--- src/rtl/fb_buf_sched_if.sv ---
// Writer/reader handshake bundle for the frame-buffer scheduler: buffer base
// addresses and sof pulses in, per-frame buffer selection and status out.
interface fb_buf_sched_if #(
  parameter int ADDR_WIDTH = 32,
  parameter int CNT_WIDTH  = 16
);
  logic [ADDR_WIDTH-1:0] buf_addr0;
  logic [ADDR_WIDTH-1:0] buf_addr1;
  logic [ADDR_WIDTH-1:0] buf_addr2;
  logic [ADDR_WIDTH-1:0] buf_addr3;
  logic                  s2mm_sof;
  logic [ADDR_WIDTH-1:0] s2mm_addr;
  logic [1:0]            s2mm_idx;
  logic                  mm2s_sof;
  logic [ADDR_WIDTH-1:0] mm2s_addr;
  logic [1:0]            mm2s_idx;
  logic                  frame_avail;
  logic [1:0]            latest_idx;
  logic [CNT_WIDTH-1:0]  drop_cnt;

  // Stream side: supplies buffer addresses and frame starts.
  modport master (
    output buf_addr0, buf_addr1, buf_addr2, buf_addr3, s2mm_sof, mm2s_sof,
    input  s2mm_addr, s2mm_idx, mm2s_addr, mm2s_idx, frame_avail, latest_idx, drop_cnt
  );

  // Scheduler side.
  modport slave (
    input  buf_addr0, buf_addr1, buf_addr2, buf_addr3, s2mm_sof, mm2s_sof,
    output s2mm_addr, s2mm_idx, mm2s_addr, mm2s_idx, frame_avail, latest_idx, drop_cnt
  );
endinterface

--- src/rtl/fb_buf_sched.sv ---
// Triple/quad frame-buffer scheduler: keeps the writer off the buffer the
// reader holds, hands the reader the newest complete frame, counts overwrites.
module fb_buf_sched #(
  parameter int C_ADDR_WIDTH = 32,
  parameter int C_BUF_NUM    = 3,
  parameter int C_CNT_WIDTH  = 16
) (
  input  logic          clk,
  input  logic          reset,
  fb_buf_sched_if.slave bus
);

  localparam logic [2:0] BUF_NUM = 3'(C_BUF_NUM);

  logic [C_ADDR_WIDTH-1:0] buf_addr [4];
  assign buf_addr[0] = bus.buf_addr0;
  assign buf_addr[1] = bus.buf_addr1;
  assign buf_addr[2] = bus.buf_addr2;
  assign buf_addr[3] = bus.buf_addr3;

  logic [1:0]              wr_idx, rd_idx, latest_idx;
  logic                    wr_started, latest_valid, latest_read, rd_active;
  logic [C_CNT_WIDTH-1:0]  drop_cnt;
  logic [C_ADDR_WIDTH-1:0] s2mm_addr, mm2s_addr;

  logic       rd_take, wr_done, drop_hit;
  logic [1:0] rd_next, wr_next, wr_inc1, wr_inc2;

  function automatic logic [1:0] idx_add(input logic [1:0] idx, input logic [1:0] step);
    logic [2:0] sum;
    sum = {1'b0, idx} + {1'b0, step};
    if (sum >= BUF_NUM) sum = sum - BUF_NUM;
    return sum[1:0];
  endfunction

  // The reader step is resolved first so the writer can steer around rd_next.
  // rd_active keeps a reader that has never held a frame from blocking the writer.
  always_comb begin
    // NOTE: every signal gets a default first so no path leaves one unassigned (no latch).
    rd_take  = bus.mm2s_sof & latest_valid;
    rd_next  = rd_idx;
    wr_done  = bus.s2mm_sof & wr_started;
    wr_inc1  = idx_add(wr_idx, 2'd1);
    wr_inc2  = idx_add(wr_idx, 2'd2);
    wr_next  = wr_idx;
    drop_hit = 1'b0;

    if (rd_take) rd_next = latest_idx;

    if (wr_done) begin
      wr_next  = ((rd_active | rd_take) && (wr_inc1 == rd_next)) ? wr_inc2 : wr_inc1;
      // A frame the reader grabs in this very cycle is not a drop.
      drop_hit = latest_valid & ~latest_read & ~rd_take;
    end
  end

  always_ff @(posedge clk or posedge reset) begin
    if (reset) begin
      wr_idx       <= '0;
      rd_idx       <= '0;
      latest_idx   <= '0;
      wr_started   <= 1'b0;
      latest_valid <= 1'b0;
      latest_read  <= 1'b0;
      rd_active    <= 1'b0;
      drop_cnt     <= '0;
      s2mm_addr    <= '0;
      mm2s_addr    <= '0;
    end else begin
      // NOTE: non-blocking assignments so every register sees pre-edge values.
      wr_idx <= wr_next;
      rd_idx <= rd_next;
      if (bus.s2mm_sof) wr_started <= 1'b1;
      if (rd_take) begin
        rd_active   <= 1'b1;
        latest_read <= 1'b1;
      end
      // A newly completed frame is unread even if the reader took the old one.
      if (wr_done) begin
        latest_idx   <= wr_idx;
        latest_valid <= 1'b1;
        latest_read  <= 1'b0;
      end
      if (drop_hit && (drop_cnt != '1)) drop_cnt <= drop_cnt + C_CNT_WIDTH'(1);
      s2mm_addr <= buf_addr[wr_next];
      mm2s_addr <= buf_addr[rd_next];
    end
  end

  assign bus.s2mm_addr   = s2mm_addr;
  assign bus.s2mm_idx    = wr_idx;
  assign bus.mm2s_addr   = mm2s_addr;
  assign bus.mm2s_idx    = rd_idx;
  assign bus.frame_avail = latest_valid;
  assign bus.latest_idx  = latest_idx;
  assign bus.drop_cnt    = drop_cnt;

endmodule

--- src/flat_wrapper.sv ---
// flat-port wrapper written by rule: the top's interface ports become plain ports
module fb_buf_sched_flat 
#(
  parameter int C_ADDR_WIDTH = 32,
  parameter int C_BUF_NUM    = 3,
  parameter int C_CNT_WIDTH  = 16
)
  (clk, reset, bus_buf_addr0, bus_buf_addr1, bus_buf_addr2, bus_buf_addr3, bus_s2mm_sof, bus_mm2s_sof, bus_s2mm_addr, bus_s2mm_idx, bus_mm2s_addr, bus_mm2s_idx, bus_frame_avail, bus_latest_idx, bus_drop_cnt);
  fb_buf_sched_if #(.ADDR_WIDTH(32), .CNT_WIDTH(16)) bus_i ();
  input  logic clk;
  input  logic reset;
  input wire logic [$bits(bus_i.buf_addr0)-1:0] bus_buf_addr0;
  input wire logic [$bits(bus_i.buf_addr1)-1:0] bus_buf_addr1;
  input wire logic [$bits(bus_i.buf_addr2)-1:0] bus_buf_addr2;
  input wire logic [$bits(bus_i.buf_addr3)-1:0] bus_buf_addr3;
  input wire logic [$bits(bus_i.s2mm_sof)-1:0] bus_s2mm_sof;
  input wire logic [$bits(bus_i.mm2s_sof)-1:0] bus_mm2s_sof;
  output wire logic [$bits(bus_i.s2mm_addr)-1:0] bus_s2mm_addr;
  output wire logic [$bits(bus_i.s2mm_idx)-1:0] bus_s2mm_idx;
  output wire logic [$bits(bus_i.mm2s_addr)-1:0] bus_mm2s_addr;
  output wire logic [$bits(bus_i.mm2s_idx)-1:0] bus_mm2s_idx;
  output wire logic [$bits(bus_i.frame_avail)-1:0] bus_frame_avail;
  output wire logic [$bits(bus_i.latest_idx)-1:0] bus_latest_idx;
  output wire logic [$bits(bus_i.drop_cnt)-1:0] bus_drop_cnt;
  assign bus_i.buf_addr0 = bus_buf_addr0;
  assign bus_i.buf_addr1 = bus_buf_addr1;
  assign bus_i.buf_addr2 = bus_buf_addr2;
  assign bus_i.buf_addr3 = bus_buf_addr3;
  assign bus_i.s2mm_sof = bus_s2mm_sof;
  assign bus_i.mm2s_sof = bus_mm2s_sof;
  assign bus_s2mm_addr = bus_i.s2mm_addr;
  assign bus_s2mm_idx = bus_i.s2mm_idx;
  assign bus_mm2s_addr = bus_i.mm2s_addr;
  assign bus_mm2s_idx = bus_i.mm2s_idx;
  assign bus_frame_avail = bus_i.frame_avail;
  assign bus_latest_idx = bus_i.latest_idx;
  assign bus_drop_cnt = bus_i.drop_cnt;
  fb_buf_sched #(.C_ADDR_WIDTH(C_ADDR_WIDTH), .C_BUF_NUM(C_BUF_NUM), .C_CNT_WIDTH(C_CNT_WIDTH)) u_core (.clk(clk), .reset(reset), .bus(bus_i));
endmodule
--- config.mk ---
export PLATFORM = sky130hd
export DESIGN_NAME = fb_buf_sched_flat
export DESIGN_NICKNAME = d
export VERILOG_FILES = /design/src/rtl/fb_buf_sched_if.sv /design/src/rtl/fb_buf_sched.sv /design/src/flat_wrapper.sv
export SDC_FILE = /design/constraint.sdc
export NUM_CORES = 1
export LEC_CHECK = 0
export CAP_MARGIN = 20
export CORE_MARGIN = 5
export CORE_UTILIZATION = 30
export CTS_CLUSTER_DIAMETER = 40
export DETAILED_ROUTE_END_ITERATION = 10
export PLACE_DENSITY = 0.6
export SYNTH_ARGS = -nofsm -noshare
export SYNTH_HDL_FRONTEND = slang
export SYNTH_SLANG_ARGS = --single-unit
--- constraint.sdc ---
create_clock -name clk -period 4.1 [get_ports clk]
set_clock_uncertainty 0.15 [all_clocks]
set_input_delay 1.23 -clock clk [delete_from_list [all_inputs] [get_ports clk]]
set_output_delay 1.23 -clock clk [all_outputs]
set_load 0.05 [all_outputs]
==> flow_results.xml, run 1 <==
<?xml version="1.0" encoding="UTF-8"?>
<metrics>
  <group name="worst_setup_path">
    <metric name="timing.critical_path.arrival" unit="ns">3.40</metric>
    <metric name="reg2regPathDepth" unit="">9</metric>
    <metric name="worstReg2RegStart" unit="">u_core.bus.s2mm_idx[1]$_DFF_PP0_</metric>
    <metric name="path_class" unit="">input port to register</metric>
    <metric name="cp_cell_sequence" unit="">clkdlybuf4s50_1, and3_1, a31oi_1, o31a_1, o31ai_4, buf_12, mux2i_1, mux2i_1</metric>
    <metric name="setup.reg_to_reg.worst_slack" unit="ns">1.54</metric>
    <metric name="path_max_fanout" unit="">33</metric>
    <metric name="crit_buf_inv" unit="">2</metric>
    <metric name="cp_common_cell" unit="">mux2i_1</metric>
    <metric name="critical_path_required" unit="ns">4.16</metric>
    <metric name="kind_of_cell_with_the_highest_combined_delay_on_the_critical_path" unit="">buffers and inverters</metric>
    <metric name="worstSetupStartpointType" unit="">input port</metric>
    <metric name="crit-reg2reg-capture" unit="">u_core.bus.s2mm_addr[17]$_DFF_PP0_</metric>
    <metric name="crit_path_top_delay_cell" unit="">clkdlybuf4s50_1</metric>
    <metric name="critPathMaxStageDelay" unit="ns">0.51</metric>
    <metric name="cp-end-kind" unit="">register</metric>
  </group>
  <group name="synthesis">
    <metric name="yosys_warns" unit="">0</metric>
    <metric name="synthFlopType" unit="">dfrtp_1</metric>
    <metric name="synth.ff_latch_count" unit="">90</metric>
    <metric name="ys_top_cells_by_area" unit="">dfrtp_1, mux2i_1, nand2_1</metric>
    <metric name="synth.top_cell.area_share" unit="%">46.5</metric>
    <metric name="seq_area_frac_synth" unit="%">46.5</metric>
    <metric name="postSynth.asyncResetShare" unit="%">100</metric>
    <metric name="yosys.area_share.simple" unit="%">19.2</metric>
    <metric name="post_synth_fa_ha_maj_area_fraction" unit="%">0.775</metric>
    <metric name="synth.cell_area" unit="mm2">0.00484</metric>
    <metric name="synth_compound_area_share" unit="%">6.12</metric>
    <metric name="largest_family_of_logic_cells_by_synthesized_area" unit="">multiplexers</metric>
    <metric name="yosys.area_share.xor_xnor" unit="%">2.71</metric>
    <metric name="synth.largest_area_cell" unit="">dfrtp_1</metric>
    <metric name="avg_inst_size_synth" unit="um2">9.65</metric>
    <metric name="netlist-cell-type-count" unit="">34</metric>
    <metric name="synthesis.nets" unit="">637</metric>
    <metric name="muxShareOfSynthArea" unit="%">20.5</metric>
    <metric name="synth_edf_count" unit="">0</metric>
    <metric name="synth_cells" unit="">502</metric>
  </group>
  <group name="grt">
    <metric name="overall_track_demand_over_capacity_in_global_routing" unit="%">16.7</metric>
    <metric name="grt_max_degree" unit="">91</metric>
    <metric name="grt_pass1_wl" unit="um">24200</metric>
    <metric name="antenna_violations_before_repair" unit="">0</metric>
    <metric name="grt_pass1_vias" unit="">4696</metric>
    <metric name="globalRouteOverflowTotal" unit="">0</metric>
  </group>
  <group name="timing">
    <metric name="timing.fmax" unit="GHz">0.300</metric>
    <metric name="hold_viol" unit="">0</metric>
    <metric name="unrepaired_setup_endpoints_after_global_routing" unit="">no</metric>
    <metric name="min_period" unit="ns">3.34</metric>
    <metric name="maxSlewHeadroom" unit="%">52.8</metric>
    <metric name="worst-slew-pin-transition" unit="ns">0.708</metric>
    <metric name="slew_viol_final" unit="">0</metric>
    <metric name="timing.final.ws_setup" unit="ns">0.761</metric>
    <metric name="setup-violations-final" unit="">0</metric>
    <metric name="fin_setup_tns" unit="ns">0</metric>
    <metric name="post-route-period-util" unit="%">81.4</metric>
  </group>
  <group name="floorplan">
    <metric name="row_count" unit="">46</metric>
    <metric name="initial_standard_cell_utilization_of_the_core" unit="%">30.5</metric>
    <metric name="die_h" unit="um">137</metric>
    <metric name="core_area" unit="mm2">0.0159</metric>
    <metric name="die-width" unit="um">137</metric>
    <metric name="floorplan.die_area" unit="mm2">0.0188</metric>
    <metric name="ioPinCount" unit="">219</metric>
  </group>
  <group name="clock_network">
    <metric name="clk_root_buffer_cell" unit="">clkbuf_16</metric>
    <metric name="cts.reportedPaths.clkPinSlew" unit="ns">0.07</metric>
    <metric name="cts-buffers-inserted" unit="">9</metric>
    <metric name="tritoncts" unit="">built</metric>
    <metric name="clk_latency" unit="ns">0.34</metric>
    <metric name="hold_buffers" unit="">0</metric>
    <metric name="cts_htree_levels" unit="">3</metric>
    <metric name="cts.sink_count" unit="">90</metric>
    <metric name="cts_repair_resize_count" unit="">0</metric>
    <metric name="cts.path.max_buffers" unit="">2</metric>
    <metric name="cts_setup_buffers" unit="">0</metric>
  </group>
  <group name="hold_path">
    <metric name="hp_class" unit="">register to register</metric>
    <metric name="hold_start" unit="">u_core.wr_started$_DFFE_PP0P_</metric>
    <metric name="worstHoldEndpoint" unit="">u_core.wr_started$_DFFE_PP0P_</metric>
    <metric name="hold-path-cell-count" unit="">1</metric>
  </group>
  <group name="power">
    <metric name="vdd_drop_max" unit="mV">0.404</metric>
    <metric name="power-per-cell-area" unit="mW/mm2">821</metric>
    <metric name="post-layout-total-power" unit="W">0.00628</metric>
    <metric name="p_leak" unit="nW">3.47</metric>
  </group>
  <group name="outcome">
    <metric name="run_status" unit="">completed</metric>
  </group>
  <group name="route">
    <metric name="detail_route.wl_per_cell" unit="um">17.3</metric>
    <metric name="drc" unit="">0</metric>
    <metric name="antenna_left" unit="">0</metric>
    <metric name="vias" unit="">4471</metric>
    <metric name="drt_first_pass_iters" unit="">4</metric>
    <metric name="totalWireLength" unit="um">16100</metric>
    <metric name="first_iter_violations" unit="">232</metric>
    <metric name="vias_per_cell" unit="">4.81</metric>
  </group>
  <group name="place">
    <metric name="place_worst_setup_slack" unit="ns">0.406</metric>
    <metric name="dp_hpwl" unit="um">11700</metric>
    <metric name="io_port_bufs" unit="">218</metric>
    <metric name="gpl_congestion" unit="">0.836</metric>
  </group>
  <group name="finish">
    <metric name="final_common_cell" unit="">clkdlybuf4s50_1</metric>
    <metric name="area_growth_syn_to_layout" unit="%">57.8</metric>
    <metric name="most_used_cells_in_the_layout_excluding_fill_and_tap_cells" unit="">clkdlybuf4s50_1, nand2_1, mux2i_1</metric>
    <metric name="layout_cells_sized_above_1" unit="%">5.04</metric>
    <metric name="antenna-diode-count" unit="">0</metric>
    <metric name="postLayoutCoreUtil" unit="%">48.1</metric>
    <metric name="finish.net_count" unit="">845</metric>
  </group>
  <group name="job">
    <metric name="drv_cap" unit="">0</metric>
  </group>
</metrics>
-- area by class of cell --
class	count	area [um2]
Sequential cell	90	2250
Inverter	10	38.8
Tap cell	216	270
Timing Repair Buffer	229	2320
Fill cell	1468	8240
Clock buffer	10	239
Multi-Input combinational cell	370	2420
Clock inverter	5	103
-- metrics by stage --
stage	std cells	hold WS (ns)	area, um2
after detailed placement	915	0.308	7300
final	930	0.318	7650
after global placement	914	0.302	7280
after floorplan	502	0.289	4840
after global routing	930	0.325	7650
after CTS	930	0.322	7650
-- cells by family (layout without fill, tap and decap cells) --
family,count (synthesis),in the layout
XOR/XNOR,15,15
flip-flops,90,90
multiplexers,99,99
buffers and inverters,42,254
AO/OA/AOI/OAI,46,46
AND/OR/NAND/NOR,207,207
adder cells (fa/ha/maj),3,3
-- how the worst max path moves through the flow --
stage                       from                                  to  slack, ns  cells past startpoint
finish              bus_mm2s_sof  u_core.bus.s2mm_addr[17]$_DFF_PP0_       0.76                      8
global route        bus_mm2s_sof  u_core.bus.s2mm_addr[16]$_DFF_PP0_       0.61                      8
CTS                 bus_mm2s_sof  u_core.bus.s2mm_addr[26]$_DFF_PP0_       0.76                      8
detailed placement  bus_mm2s_sof  u_core.bus.s2mm_addr[26]$_DFF_PP0_       0.41                      8
global placement    bus_mm2s_sof  u_core.bus.s2mm_addr[20]$_DFF_PP0_       0.43                      8
floorplan                  reset  u_core.bus.drop_cnt[0]$_DFFE_PP0P_       0.38                      1
-- report_power, final --
group          internal, W  total (W)  switching, W  leakage [nW]
Combinational      0.00143    0.00389       0.00246          2.24
Sequential         0.00126    0.00143      0.000175          1.07
Clock             0.000608   0.000962      0.000353         0.165
Total              0.00329    0.00628       0.00299          3.47
-- metal layers --
metal,vias up,GRT usage [%],part of all wire [%]
met1,2163,20.3,42
met5,-,0,0
met3,11,3.16,6.1
met2,158,29.1,51
met4,0,6.32,0.91
li1,2139,-,-
-- worst register-to-register path, cell delays in order (launching register included) --
cell and delay [ns]:
dfrtp_1 0.42, inv_1 0.09, ha_1 0.24, nand2b_1 0.13, a21oi_1 0.08, o31a_1 0.31
o31ai_4 0.35, buf_12 0.28, mux2i_1 0.27, mux2i_1 0.10
-- state kept, by name, summed over array words and instances (netlist names) --
register                count
u_core.bus.mm2s_addr       32
u_core.bus.s2mm_addr       32
u_core.bus.drop_cnt        16
u_core.bus.latest_idx       2
u_core.bus.mm2s_idx         2
u_core.bus.s2mm_idx         2
u_core.bus.frame_avail      1
u_core.latest_read          1
u_core.rd_active            1
u_core.wr_started           1
-- synth_stat cells (2+ instances only) --
| master | count |
|---|---|
| buf_2 | 5 |
| o21ai_0 | 2 |
| nor2_1 | 6 |
| xnor2_1 | 12 |
| a21oi_1 | 4 |
| dfrtp_1 | 90 |
| nand2_1 | 142 |
| or2_2 | 2 |
| nand2b_1 | 7 |
| o21a_1 | 2 |
| a31oi_1 | 33 |
| inv_1 | 8 |
| buf_6 | 5 |
| mux2i_1 | 98 |
| o31a_1 | 2 |
| and3_1 | 36 |
| xor2_1 | 3 |
| nand4_1 | 4 |
| ha_1 | 3 |
| inv_2 | 2 |
| nor4b_1 | 2 |
| nand3_1 | 3 |
| buf_1 | 3 |
| clkbuf_1 | 18 |
(Power assumes the default switching activity.)
==> inputs of run 2 (changes only) <==
--- a/config.mk
+++ b/config.mk
@@ -10,7 +10,7 @@
 export CORE_UTILIZATION = 30
 export CTS_CLUSTER_DIAMETER = 40
 export DETAILED_ROUTE_END_ITERATION = 10
-export PLACE_DENSITY = 0.6
+export PLACE_DENSITY = 0.62
 export SYNTH_ARGS = -nofsm -noshare
 export SYNTH_HDL_FRONTEND = slang
 export SYNTH_SLANG_ARGS = --single-unit
==> constraint.sdc (replaced) <==
create_clock -name clk -period 2.8 [get_ports clk]
set_clock_uncertainty 0.15 [all_clocks]
set_input_delay 0.84 -clock clk [delete_from_list [all_inputs] [get_ports clk]]
set_output_delay 0.84 -clock clk [all_outputs]
set_load 0.05 [all_outputs]
==> run 2 against run 1 <==
Sequential cell count did not move. Cell count rose by 2.2%. Sequential share of layout area fell by 0.85 points. Combinational power rose by 57%. Clock power rose by 36%. Critical endpoint is now u_core.bus.s2mm_addr[13]$_DFF_PP0_. Largest cell class is now buffers. Largest power group unchanged.
==> flow_results.xml, run 2 (synthesized netlist as in run 1, its figures left out) <==
<?xml version="1.0" encoding="UTF-8"?>
<metrics>
  <group name="power">
    <metric name="post-layout-total-power" unit="W">0.00949</metric>
    <metric name="p_leak" unit="nW">3.59</metric>
    <metric name="power-per-cell-area" unit="mW/mm2">1210</metric>
    <metric name="vdd_drop_max" unit="mV">0.527</metric>
  </group>
  <group name="clock_network">
    <metric name="cts.path.max_buffers" unit="">2</metric>
    <metric name="cts.reportedPaths.clkPinSlew" unit="ns">0.06</metric>
    <metric name="cts-buffers-inserted" unit="">9</metric>
    <metric name="clk_latency" unit="ns">0.33</metric>
    <metric name="cts_htree_levels" unit="">3</metric>
    <metric name="cts.sink_count" unit="">90</metric>
    <metric name="tritoncts" unit="">built</metric>
    <metric name="clk_root_buffer_cell" unit="">clkbuf_16</metric>
  </group>
  <group name="route">
    <metric name="vias" unit="">4636</metric>
    <metric name="totalWireLength" unit="um">16700</metric>
    <metric name="first_iter_violations" unit="">208</metric>
    <metric name="antenna_left" unit="">0</metric>
    <metric name="drc" unit="">0</metric>
    <metric name="drt_first_pass_iters" unit="">4</metric>
    <metric name="detail_route.wl_per_cell" unit="um">17.5</metric>
    <metric name="vias_per_cell" unit="">4.88</metric>
  </group>
  <group name="finish">
    <metric name="area_growth_syn_to_layout" unit="%">62.5</metric>
    <metric name="final_common_cell" unit="">clkdlybuf4s50_1</metric>
    <metric name="layout_top_registers" unit="">u_core.bus.mm2s_addr x32, u_core.bus.s2mm_addr x32, u_core.bus.drop_cnt x16</metric>
    <metric name="cell_count_final_fillers_out" unit="">950</metric>
    <metric name="finish.net_count" unit="">863</metric>
    <metric name="most_used_cells_in_the_layout_excluding_fill_and_tap_cells" unit="">clkdlybuf4s50_1, nand2_1, mux2i_1</metric>
    <metric name="post_layout_inst_area" unit="mm2">0.00787</metric>
    <metric name="layout_cells_sized_above_1" unit="%">8.32</metric>
  </group>
  <group name="hold_path">
    <metric name="hp_class" unit="">register to register</metric>
    <metric name="worstHoldEndpoint" unit="">u_core.wr_started$_DFFE_PP0P_</metric>
    <metric name="hold_start" unit="">u_core.wr_started$_DFFE_PP0P_</metric>
    <metric name="hold-path-cell-count" unit="">1</metric>
  </group>
  <group name="timing">
    <metric name="timing.final.ws_setup" unit="ns">0.131</metric>
    <metric name="unrepaired_setup_endpoints_after_global_routing" unit="">no</metric>
    <metric name="setup-violations-final" unit="">0</metric>
    <metric name="hold_viol" unit="">0</metric>
    <metric name="hold_ws" unit="ns">0.329</metric>
    <metric name="slew_viol_final" unit="">0</metric>
    <metric name="maxSlewHeadroom" unit="%">62.7</metric>
    <metric name="post-route-period-util" unit="%">95.3</metric>
    <metric name="min_period" unit="ns">2.67</metric>
    <metric name="worst-slew-pin-transition" unit="ns">0.557</metric>
    <metric name="timing.fmax" unit="GHz">0.375</metric>
  </group>
  <group name="floorplan">
    <metric name="row_count" unit="">46</metric>
    <metric name="die-width" unit="um">137</metric>
    <metric name="floorplan.die_area" unit="mm2">0.0188</metric>
    <metric name="core_area" unit="mm2">0.0159</metric>
    <metric name="ioPinCount" unit="">219</metric>
    <metric name="initial_standard_cell_utilization_of_the_core" unit="%">30.5</metric>
    <metric name="die_h" unit="um">137</metric>
  </group>
  <group name="grt">
    <metric name="globalRouteOverflowTotal" unit="">0</metric>
    <metric name="grt_pass1_wl" unit="um">26000</metric>
    <metric name="grt_max_degree" unit="">91</metric>
    <metric name="antenna_violations_before_repair" unit="">0</metric>
    <metric name="grt_pass1_vias" unit="">5049</metric>
    <metric name="overall_track_demand_over_capacity_in_global_routing" unit="%">17.8</metric>
  </group>
  <group name="worst_setup_path">
    <metric name="worstSetupStartpointType" unit="">input port</metric>
    <metric name="setup.reg_to_reg.worst_slack" unit="ns">0.21</metric>
    <metric name="critical_path_required" unit="ns">2.87</metric>
    <metric name="cp-end-kind" unit="">register</metric>
    <metric name="reg2regPathDepth" unit="">10</metric>
    <metric name="worstReg2RegStart" unit="">u_core.bus.s2mm_idx[1]$_DFF_PP0_</metric>
    <metric name="timing.critical_path.arrival" unit="ns">2.74</metric>
    <metric name="path_max_fanout" unit="">16</metric>
    <metric name="path_class" unit="">input port to register</metric>
    <metric name="crit-reg2reg-capture" unit="">u_core.bus.s2mm_addr[13]$_DFF_PP0_</metric>
  </group>
  <group name="place">
    <metric name="place_worst_setup_slack" unit="ns">-0.538</metric>
    <metric name="gpl_congestion" unit="">0.822</metric>
    <metric name="placement.cell_area" unit="mm2">0.00742</metric>
    <metric name="dp_hpwl" unit="um">11900</metric>
    <metric name="placedCellCount" unit="">929</metric>
    <metric name="io_port_bufs" unit="">218</metric>
  </group>
  <group name="outcome">
    <metric name="run_status" unit="">completed</metric>
  </group>
  <group name="job">
    <metric name="drv_cap" unit="">0</metric>
  </group>
</metrics>
[run 2: final cells by class]
class / instances / area (um2)
clock buffers: 11 / 243
inverters: 10 / 41.3
well taps: 216 / 270
repair buffers: 247 / 2540
multi-input cells: 370 / 2450
clock inverters: 5 / 77.6
diodes: 1 / 2.50
flip-flops and latches: 90 / 2250
fillers: 1467 / 8010
[run 2: layer usage]
layer  vias to the layer above  GRT usage, %  share of wire (%)
met5                         -             0                  0
met4                         0          5.76                1.6
met3                        25          5.26                7.8
met2                       165          31.5                 51
met1                      2261          20.7                 39
li1                       2185             -                  -
[run 2: timing repair]
item | in CTS | in global routing
setup buffers | 2 | 0
resized for setup | 11 | 0
hold buffers | 0 | 0
setup endpoints to repair | 32 | 0
[run 2: through the flow]
step | utilization [%] | setup TNS [ns]
3_3_place_gp | 46.7 | -19.35
4_1_cts | 49.5 | 0
5_1_grt | 49.5 | 0
3_5_place_dp | 46.7 | -23.19
6_report | 49.6 | 0
2_1_floorplan | - | 0
[run 2: worst max-delay path by stage]
stage                                      from                            endpoint
6_report                           bus_mm2s_sof  u_core.bus.s2mm_addr[13]$_DFF_PP0_
5_1_grt                            bus_mm2s_sof  u_core.bus.s2mm_addr[10]$_DFF_PP0_
4_1_cts        u_core.bus.mm2s_idx[0]$_DFF_PP0_                     bus_mm2s_idx[0]
3_5_place_dp                       bus_mm2s_sof  u_core.bus.s2mm_addr[16]$_DFF_PP0_
3_3_place_gp                       bus_mm2s_sof  u_core.bus.s2mm_addr[15]$_DFF_PP0_
2_1_floorplan  u_core.bus.s2mm_idx[1]$_DFF_PP0_  u_core.bus.s2mm_addr[14]$_DFF_PP0_
[run 2: critical path, cell delays in order]
cell	delay, ns
dlygate4sd2_1	0.28
and3_1	0.20
a31oi_1	0.08
o31a_1	0.36
o31ai_4	0.18
buf_6	0.18
bufbuf_16	0.33
mux2i_1	0.20
mux2i_1	0.09
[run 2: where the power goes]
part	internal [W]	leakage [nW]	total, W	switching (W)
clock network	0.000804	0.156	0.00131	0.000502
registers	0.00184	1.07	0.00207	0.000237
logic	0.00237	2.37	0.00611	0.00374
total	0.00501	3.59	0.00949	0.00448
